### config.mk
export PLATFORM = sky130hd
export DESIGN_NAME = cache_burst_ctrl_flat
export DESIGN_NICKNAME = d
export VERILOG_FILES = /design/src/rtl/cache_burst_if.sv /design/src/rtl/cache_burst_ctrl.sv /design/src/flat_wrapper.sv
export SDC_FILE = /design/constraint.sdc
export NUM_CORES = 1
export LEC_CHECK = 0
export ABC_AREA = 0
export CAP_MARGIN = 15
export CORE_UTILIZATION = 39
export CTS_BUF_LIST = sky130_fd_sc_hd__clkbuf_2
export DETAILED_ROUTE_END_ITERATION = 10
export PLACE_DENSITY = 0.82
export SYNTH_ARGS = -nofsm -noshare
export SYNTH_HDL_FRONTEND = slang
export SYNTH_SLANG_ARGS = --single-unit
### constraint.sdc
create_clock -name clk -period 1.6 [get_ports clk]
set_input_delay 0.32 -clock clk [delete_from_list [all_inputs] [get_ports clk]]
set_output_delay 0.32 -clock clk [all_outputs]
set_load 0.01 [all_outputs]
### src/rtl/cache_burst_if.sv
// cache_burst_if: CPU request, tag/data array control and memory burst signals
// of cache_burst_ctrl; master is the controller side, slave the environment.
interface cache_burst_if #(
    parameter int WAYS  = 4,
    parameter int BEATS = 8
);
    localparam int WW = $clog2(WAYS);
    localparam int BW = $clog2(BEATS);
    logic            cpu_valid, cpu_rw, cpu_ready, resp_valid, hit_miss;
    logic [WAYS-1:0] match_way, valid_way, dirty_way;
    logic [WW-1:0]   lru_victim, way_sel;
    logic [BW-1:0]   beat_idx;
    logic            tag_we, data_we, dirty_set, dirty_clr, lru_touch;
    logic            mem_avalid, mem_aready, mem_rw;
    logic            mem_wvalid, mem_wready, mem_wlast;
    logic            mem_rvalid, mem_rready, mem_rlast;
    logic            err;

    modport master (
        input  cpu_valid, cpu_rw, match_way, valid_way, dirty_way, lru_victim,
        input  mem_aready, mem_wready, mem_rvalid, mem_rlast,
        output cpu_ready, resp_valid, hit_miss, way_sel, beat_idx,
        output tag_we, data_we, dirty_set, dirty_clr, lru_touch,
        output mem_avalid, mem_rw, mem_wvalid, mem_wlast, mem_rready, err
    );

    modport slave (
        output cpu_valid, cpu_rw, match_way, valid_way, dirty_way, lru_victim,
        output mem_aready, mem_wready, mem_rvalid, mem_rlast,
        input  cpu_ready, resp_valid, hit_miss, way_sel, beat_idx,
        input  tag_we, data_we, dirty_set, dirty_clr, lru_touch,
        input  mem_avalid, mem_rw, mem_wvalid, mem_wlast, mem_rready, err
    );
endinterface

### src/rtl/cache_burst_ctrl.sv
// cache_burst_ctrl: N-way cache controller with dirty writeback and BEATS-word refill bursts.
// Defining CACHE_PERF_CNT_EN adds saturating hit_cnt/miss_cnt outputs of width CNT_W.
module cache_burst_ctrl #(
    parameter int WAYS  = 4,
    parameter int BEATS = 8
`ifdef CACHE_PERF_CNT_EN
    ,
    parameter int CNT_W = 32
`endif
) (
    input logic clk,
    input logic rst,
    cache_burst_if.master bus
`ifdef CACHE_PERF_CNT_EN
    ,
    output logic [CNT_W-1:0] hit_cnt,
    output logic [CNT_W-1:0] miss_cnt
`endif
);
    localparam int WW = $clog2(WAYS);
    localparam int BW = $clog2(BEATS);
    localparam logic [BW-1:0] LAST = BW'(BEATS - 1);

    typedef enum logic [2:0] {IDLE, LOOKUP, WB_ADDR, WB_DATA, LD_ADDR, LD_DATA, DONE} state_t;

    state_t        state, next;
    logic [BW-1:0] cnt;
    logic [WW-1:0] victim, hit_way;
    logic          req_hit, req_miss, last, victim_dirty, addr_phase, wacc, racc, ack;

    always_comb begin
        hit_way = '0;
        for (int i = 0; i < WAYS; i++)
            if (bus.match_way[i]) hit_way = hit_way | WW'(i);
    end

    assign req_hit      = state == LOOKUP && bus.cpu_valid && |bus.match_way;
    assign req_miss     = state == LOOKUP && bus.cpu_valid && !(|bus.match_way);
    assign last         = cnt == LAST;
    assign victim_dirty = bus.valid_way[bus.lru_victim] & bus.dirty_way[bus.lru_victim];
    assign addr_phase   = state == WB_ADDR || state == LD_ADDR;
    assign wacc         = state == WB_DATA && bus.mem_wready;
    assign racc         = state == LD_DATA && bus.mem_rvalid;
    assign ack          = req_hit || state == DONE;

    always_ff @(posedge clk) begin
        if (rst) state <= IDLE;
        else state <= next;
    end

    always_ff @(posedge clk) begin
        if (rst) begin
            cnt    <= '0;
            victim <= '0;
        end else begin
            if (req_miss) victim <= bus.lru_victim;
            if (addr_phase) cnt <= '0;
            else if (wacc || racc) cnt <= cnt + 1'b1;
        end
    end

    always_comb begin
        next = state;
        case (state)
            IDLE:    next = LOOKUP;
            LOOKUP:  if (req_miss) next = victim_dirty ? WB_ADDR : LD_ADDR;
            WB_ADDR: if (bus.mem_aready) next = WB_DATA;
            WB_DATA: if (wacc && last) next = LD_ADDR;
            LD_ADDR: if (bus.mem_aready) next = LD_DATA;
            LD_DATA: if (racc && last) next = DONE;
            DONE:    next = LOOKUP;
            default: next = IDLE;
        endcase
    end

    // The miss cycle already addresses the LRU way; later phases use the latched copy.
    always_comb begin
        bus.cpu_ready  = ack;
        bus.hit_miss   = req_hit;
        bus.resp_valid = ack && !bus.cpu_rw;
        bus.lru_touch  = ack;
        bus.dirty_set  = ack && bus.cpu_rw;
        bus.data_we    = (ack && bus.cpu_rw) || racc;
        bus.tag_we     = racc && last;
        bus.dirty_clr  = wacc && last;
        bus.way_sel    = req_hit ? hit_way : state == LOOKUP ? bus.lru_victim : victim;
        bus.beat_idx   = (state == WB_DATA || state == LD_DATA) ? cnt : '0;
        bus.mem_avalid = addr_phase;
        bus.mem_rw     = state == WB_ADDR;
        bus.mem_wvalid = state == WB_DATA;
        bus.mem_wlast  = state == WB_DATA && last;
        bus.mem_rready = state == LD_DATA;
        bus.err        = racc && (bus.mem_rlast != last);
    end

`ifdef CACHE_PERF_CNT_EN
    always_ff @(posedge clk) begin
        if (rst) begin
            hit_cnt  <= '0;
            miss_cnt <= '0;
        end else begin
            if (req_hit && !(&hit_cnt)) hit_cnt <= hit_cnt + 1'b1;
            if (req_miss && !(&miss_cnt)) miss_cnt <= miss_cnt + 1'b1;
        end
    end
`endif
endmodule

### src/flat_wrapper.sv
// flat-port wrapper written by rule: the top's interface ports become plain ports
module cache_burst_ctrl_flat 
#(
    parameter int WAYS  = 4,
    parameter int BEATS = 8

)
  (clk, rst, bus_cpu_valid, bus_cpu_rw, bus_match_way, bus_valid_way, bus_dirty_way, bus_lru_victim, bus_mem_aready, bus_mem_wready, bus_mem_rvalid, bus_mem_rlast, bus_cpu_ready, bus_resp_valid, bus_hit_miss, bus_way_sel, bus_beat_idx, bus_tag_we, bus_data_we, bus_dirty_set, bus_dirty_clr, bus_lru_touch, bus_mem_avalid, bus_mem_rw, bus_mem_wvalid, bus_mem_wlast, bus_mem_rready, bus_err);
  cache_burst_if #(.WAYS(WAYS), .BEATS(BEATS)) bus_i ();
  input logic clk;
  input logic rst;
  input wire logic [$bits(bus_i.cpu_valid)-1:0] bus_cpu_valid;
  input wire logic [$bits(bus_i.cpu_rw)-1:0] bus_cpu_rw;
  input wire logic [$bits(bus_i.match_way)-1:0] bus_match_way;
  input wire logic [$bits(bus_i.valid_way)-1:0] bus_valid_way;
  input wire logic [$bits(bus_i.dirty_way)-1:0] bus_dirty_way;
  input wire logic [$bits(bus_i.lru_victim)-1:0] bus_lru_victim;
  input wire logic [$bits(bus_i.mem_aready)-1:0] bus_mem_aready;
  input wire logic [$bits(bus_i.mem_wready)-1:0] bus_mem_wready;
  input wire logic [$bits(bus_i.mem_rvalid)-1:0] bus_mem_rvalid;
  input wire logic [$bits(bus_i.mem_rlast)-1:0] bus_mem_rlast;
  output wire logic [$bits(bus_i.cpu_ready)-1:0] bus_cpu_ready;
  output wire logic [$bits(bus_i.resp_valid)-1:0] bus_resp_valid;
  output wire logic [$bits(bus_i.hit_miss)-1:0] bus_hit_miss;
  output wire logic [$bits(bus_i.way_sel)-1:0] bus_way_sel;
  output wire logic [$bits(bus_i.beat_idx)-1:0] bus_beat_idx;
  output wire logic [$bits(bus_i.tag_we)-1:0] bus_tag_we;
  output wire logic [$bits(bus_i.data_we)-1:0] bus_data_we;
  output wire logic [$bits(bus_i.dirty_set)-1:0] bus_dirty_set;
  output wire logic [$bits(bus_i.dirty_clr)-1:0] bus_dirty_clr;
  output wire logic [$bits(bus_i.lru_touch)-1:0] bus_lru_touch;
  output wire logic [$bits(bus_i.mem_avalid)-1:0] bus_mem_avalid;
  output wire logic [$bits(bus_i.mem_rw)-1:0] bus_mem_rw;
  output wire logic [$bits(bus_i.mem_wvalid)-1:0] bus_mem_wvalid;
  output wire logic [$bits(bus_i.mem_wlast)-1:0] bus_mem_wlast;
  output wire logic [$bits(bus_i.mem_rready)-1:0] bus_mem_rready;
  output wire logic [$bits(bus_i.err)-1:0] bus_err;
  assign bus_i.cpu_valid = bus_cpu_valid;
  assign bus_i.cpu_rw = bus_cpu_rw;
  assign bus_i.match_way = bus_match_way;
  assign bus_i.valid_way = bus_valid_way;
  assign bus_i.dirty_way = bus_dirty_way;
  assign bus_i.lru_victim = bus_lru_victim;
  assign bus_i.mem_aready = bus_mem_aready;
  assign bus_i.mem_wready = bus_mem_wready;
  assign bus_i.mem_rvalid = bus_mem_rvalid;
  assign bus_i.mem_rlast = bus_mem_rlast;
  assign bus_cpu_ready = bus_i.cpu_ready;
  assign bus_resp_valid = bus_i.resp_valid;
  assign bus_hit_miss = bus_i.hit_miss;
  assign bus_way_sel = bus_i.way_sel;
  assign bus_beat_idx = bus_i.beat_idx;
  assign bus_tag_we = bus_i.tag_we;
  assign bus_data_we = bus_i.data_we;
  assign bus_dirty_set = bus_i.dirty_set;
  assign bus_dirty_clr = bus_i.dirty_clr;
  assign bus_lru_touch = bus_i.lru_touch;
  assign bus_mem_avalid = bus_i.mem_avalid;
  assign bus_mem_rw = bus_i.mem_rw;
  assign bus_mem_wvalid = bus_i.mem_wvalid;
  assign bus_mem_wlast = bus_i.mem_wlast;
  assign bus_mem_rready = bus_i.mem_rready;
  assign bus_err = bus_i.err;
  cache_burst_ctrl #(.WAYS(WAYS), .BEATS(BEATS)) u_core (.clk(clk), .rst(rst), .bus(bus_i));
endmodule
==> results.toml <==
[final_layout]
n_antenna_cell = 0
final_nets = 189
fin_area_um2 = 1460
drive_above_1_share_pct = 57.1
multiInputGateArea_um2 = 597
num-fill-cells = 87
final_cells = 188
seq_area_um2 = 171
area_delta_synth_final_pct = 106

[worst_setup_path]
crit_fanout = 5
critPathArrivalTime_ps = 1510
cp.required_ps = 1280
crit_type = "reg -> out"
crit_path_end_kind = "output port"
worst_setup_path_start_kind = "register"

[drt]
ant_nets = 0
vias = 1006
routed_wirelength_mm = 2.94
vias_per_cell = 5.35
wl_per_cell_um = 15.6
post-route-drc-count = 0
drtIter0Drc = 22
dr.pass1.iters = 4

[die]
die_w_um = 44.7
fp-row-count = 15
fp.dieH_um = 44.7
initial_core_util_pct = 41.5
design.core.area_um2 = 1710
dieArea_um2 = 1990
boundaryPins = 41

[clock_tree]
hold_buffers = 0
cts_tree = "done"
cts_sinks = 8
clk_pin_slew_worst_paths_ps = 80
cts-root-buf = "clkbuf_2"
cts_max_level = 1
clk_latency_ps = 250
cts_max_path_buffers = 2
cts_buffers = 3

[synthesis]
synth-warning-count = 0
synthTopCellsByArea = "dfxtp_1 (23%), nand2_1 (5.8%), mux2i_1 (5.6%), nor2_1 (5.3%), and3b_1 (3.7%)"
avgSynthCellArea_um2 = 7.97
yosys.area.top_type = "dfxtp_1"
synthFlopType = "dfxtp_1"
yosysTopAreaCellShare_pct = 22.6
synthCells = 89
yosysMostFrequentCell = "nand2_1"
ys_ff_latch = 8
synthTopCellsByCount = "nand2_1 (11), nor2_1 (10), dfxtp_1 (8), nor3_1 (5)"
syn_area_um2 = 709
synth_edf_count = 0
yosysSeqAreaShare_pct = 22.6
syn_nets = 113
ys_types = 36
ys_async_sr_fraction_pct = 0

[place]
gp_congestion = 0.782
dp_hpwl_mm = 1.54
port_buffers = 40
place_area_um2 = 1260
place_inst = 169

[hold_path]
worstHoldPathType = "in -> reg"

[global_route]
antenna_found_initial = 0
overflow = 0
grt_max_degree = 11
grt_pass1_wl_mm = 3.93
grt_usage_pct = 27.0
grt_pass1_vias = 971

[sta]
period_share_pct = 114
finalSetupViolCount = 14
rsz0062_at_grt = "true"
slew_violations = 0
finalHoldWorstSlack_ps = 544
fmax_mhz = 546
worst_pin_slew_ps = 325
hold_viol_final = 0
layout_setup_ws_ps = -231
fin_crit_ps = 1830
max_slew_margin_pct = 78.3
skew_ps = 6.79

[power]
powerDensity_nw_per_um2 = 490
power.leakage_nw = 0.759
peakVddDrop_v = 0.000368

[status]
status = "finished with violations"
violations = "negative setup slack"

[flow_run]
drv_cap = 0
==> metrics by stage <==
step / util, % / total power (W) / setup slack (ps) / TNS (ps)
6_report: 85.6 / 0.000717 / -231 / -1710
5_1_grt: 85.6 / 0.000742 / -271 / -2300
4_1_cts: 81.7 / 0.000657 / -168 / -800
3_5_place_dp: 73.8 / 0.000505 / -872 / -9320
3_3_place_gp: 73.8 / 0.000499 / -819 / -8590
2_1_floorplan: - / 0.000356 / 18.4 / 0
==> path summary, 6_finish.rpt <==
| kind | start | to | slack (ps) | depth (start not counted) |
|---|---|---|---|---|
| setup / recovery | u_core.state[1] | bus_resp_valid | -230 | 6 |
| hold / removal | bus_lru_victim[0] | u_core.victim[0] | 540 | 3 |
| setup reg to reg | u_core.cnt[1] | u_core.state[2] | -70 | 8 |
| hold reg to reg | u_core.victim[1] | u_core.victim[1] | 570 | 2 |
==> routing by layer <==
| metal | vias up | share of wire [%] | global-route usage [%] |
|---|---|---|---|
| li1 | 461 | - | - |
| met1 | 460 | 31 | 25.9 |
| met2 | 61 | 55 | 50.9 |
| met3 | 24 | 6.6 | 5.31 |
| met4 | 0 | 6.6 | 18.8 |
| met5 | - | 0 | 0 |
==> flip-flops by register name (all words and copies together), names as in the netlist <==
| signal | count |
|---|---|
| u_core.state | 3 |
| u_core.victim | 2 |
| u_core.cnt | 3 |
==> area by class of cell <==
class / instances / area share [%]
inverters: 4 / 1.03
repair buffers: 77 / 43.3
flip-flops and latches: 8 / 11.7
clock buffers: 3 / 1.03
well taps: 25 / 2.14
multi-input cells: 71 / 40.8
==> cell families (layout without fill, tap and decap cells) <==
group | Yosys count | count (layout) | synth area share, %
DFF | 8 | 8 | 22.6
xor gates and xnor gates | 3 | 3 | 3.70
adders and majority gates | 2 | 2 | 3.53
buffers and inverters | 10 | 84 | 8.46
AOI/OAI and AO/OA | 16 | 16 | 16.2
muxes | 5 | 5 | 8.82
and+or+nand+nor | 45 | 45 | 36.7
==> report_power, final <==
group / total, W / internal, W / leakage, nW / switching, W
clock: 0.000126 / 0.0000511 / 0.0125 / 0.0000745
sequential: 0.000215 / 0.000206 / 0.0676 / 0.00000867
combinational: 0.000377 / 0.000206 / 0.679 / 0.000171
==> worst max-delay path, stage by stage (launching register included) <==
cell	delay [ps]
dfxtp_4	370
nor3b_4	210
and3b_2	270
buf_6	120
a21oi_4	40
nor2_1	100
buf_2	140
==> cells in the final DEF, fill, tap and decap left out, types with 4 or more instances in the layout <==
master | netlist | final
buf_4 | 2 | 30
nand2_1 | 11 | 8
buf_6 | 2 | 13
clkdlybuf4s50_1 | 0 | 6
nor2_1 | 10 | 7
dlygate4sd2_1 | 0 | 11
mux2i_1 | 4 | 4
nor3_1 | 5 | 5
buf_2 | 0 | 15
==> what timing repair did <==
action	CTS	global route
setup endpoints to repair	21	21
gates resized for setup	136	13
pin swaps	12	9
setup buffers	11	5
No activity file was read; power rests on OpenSTA's default activity.
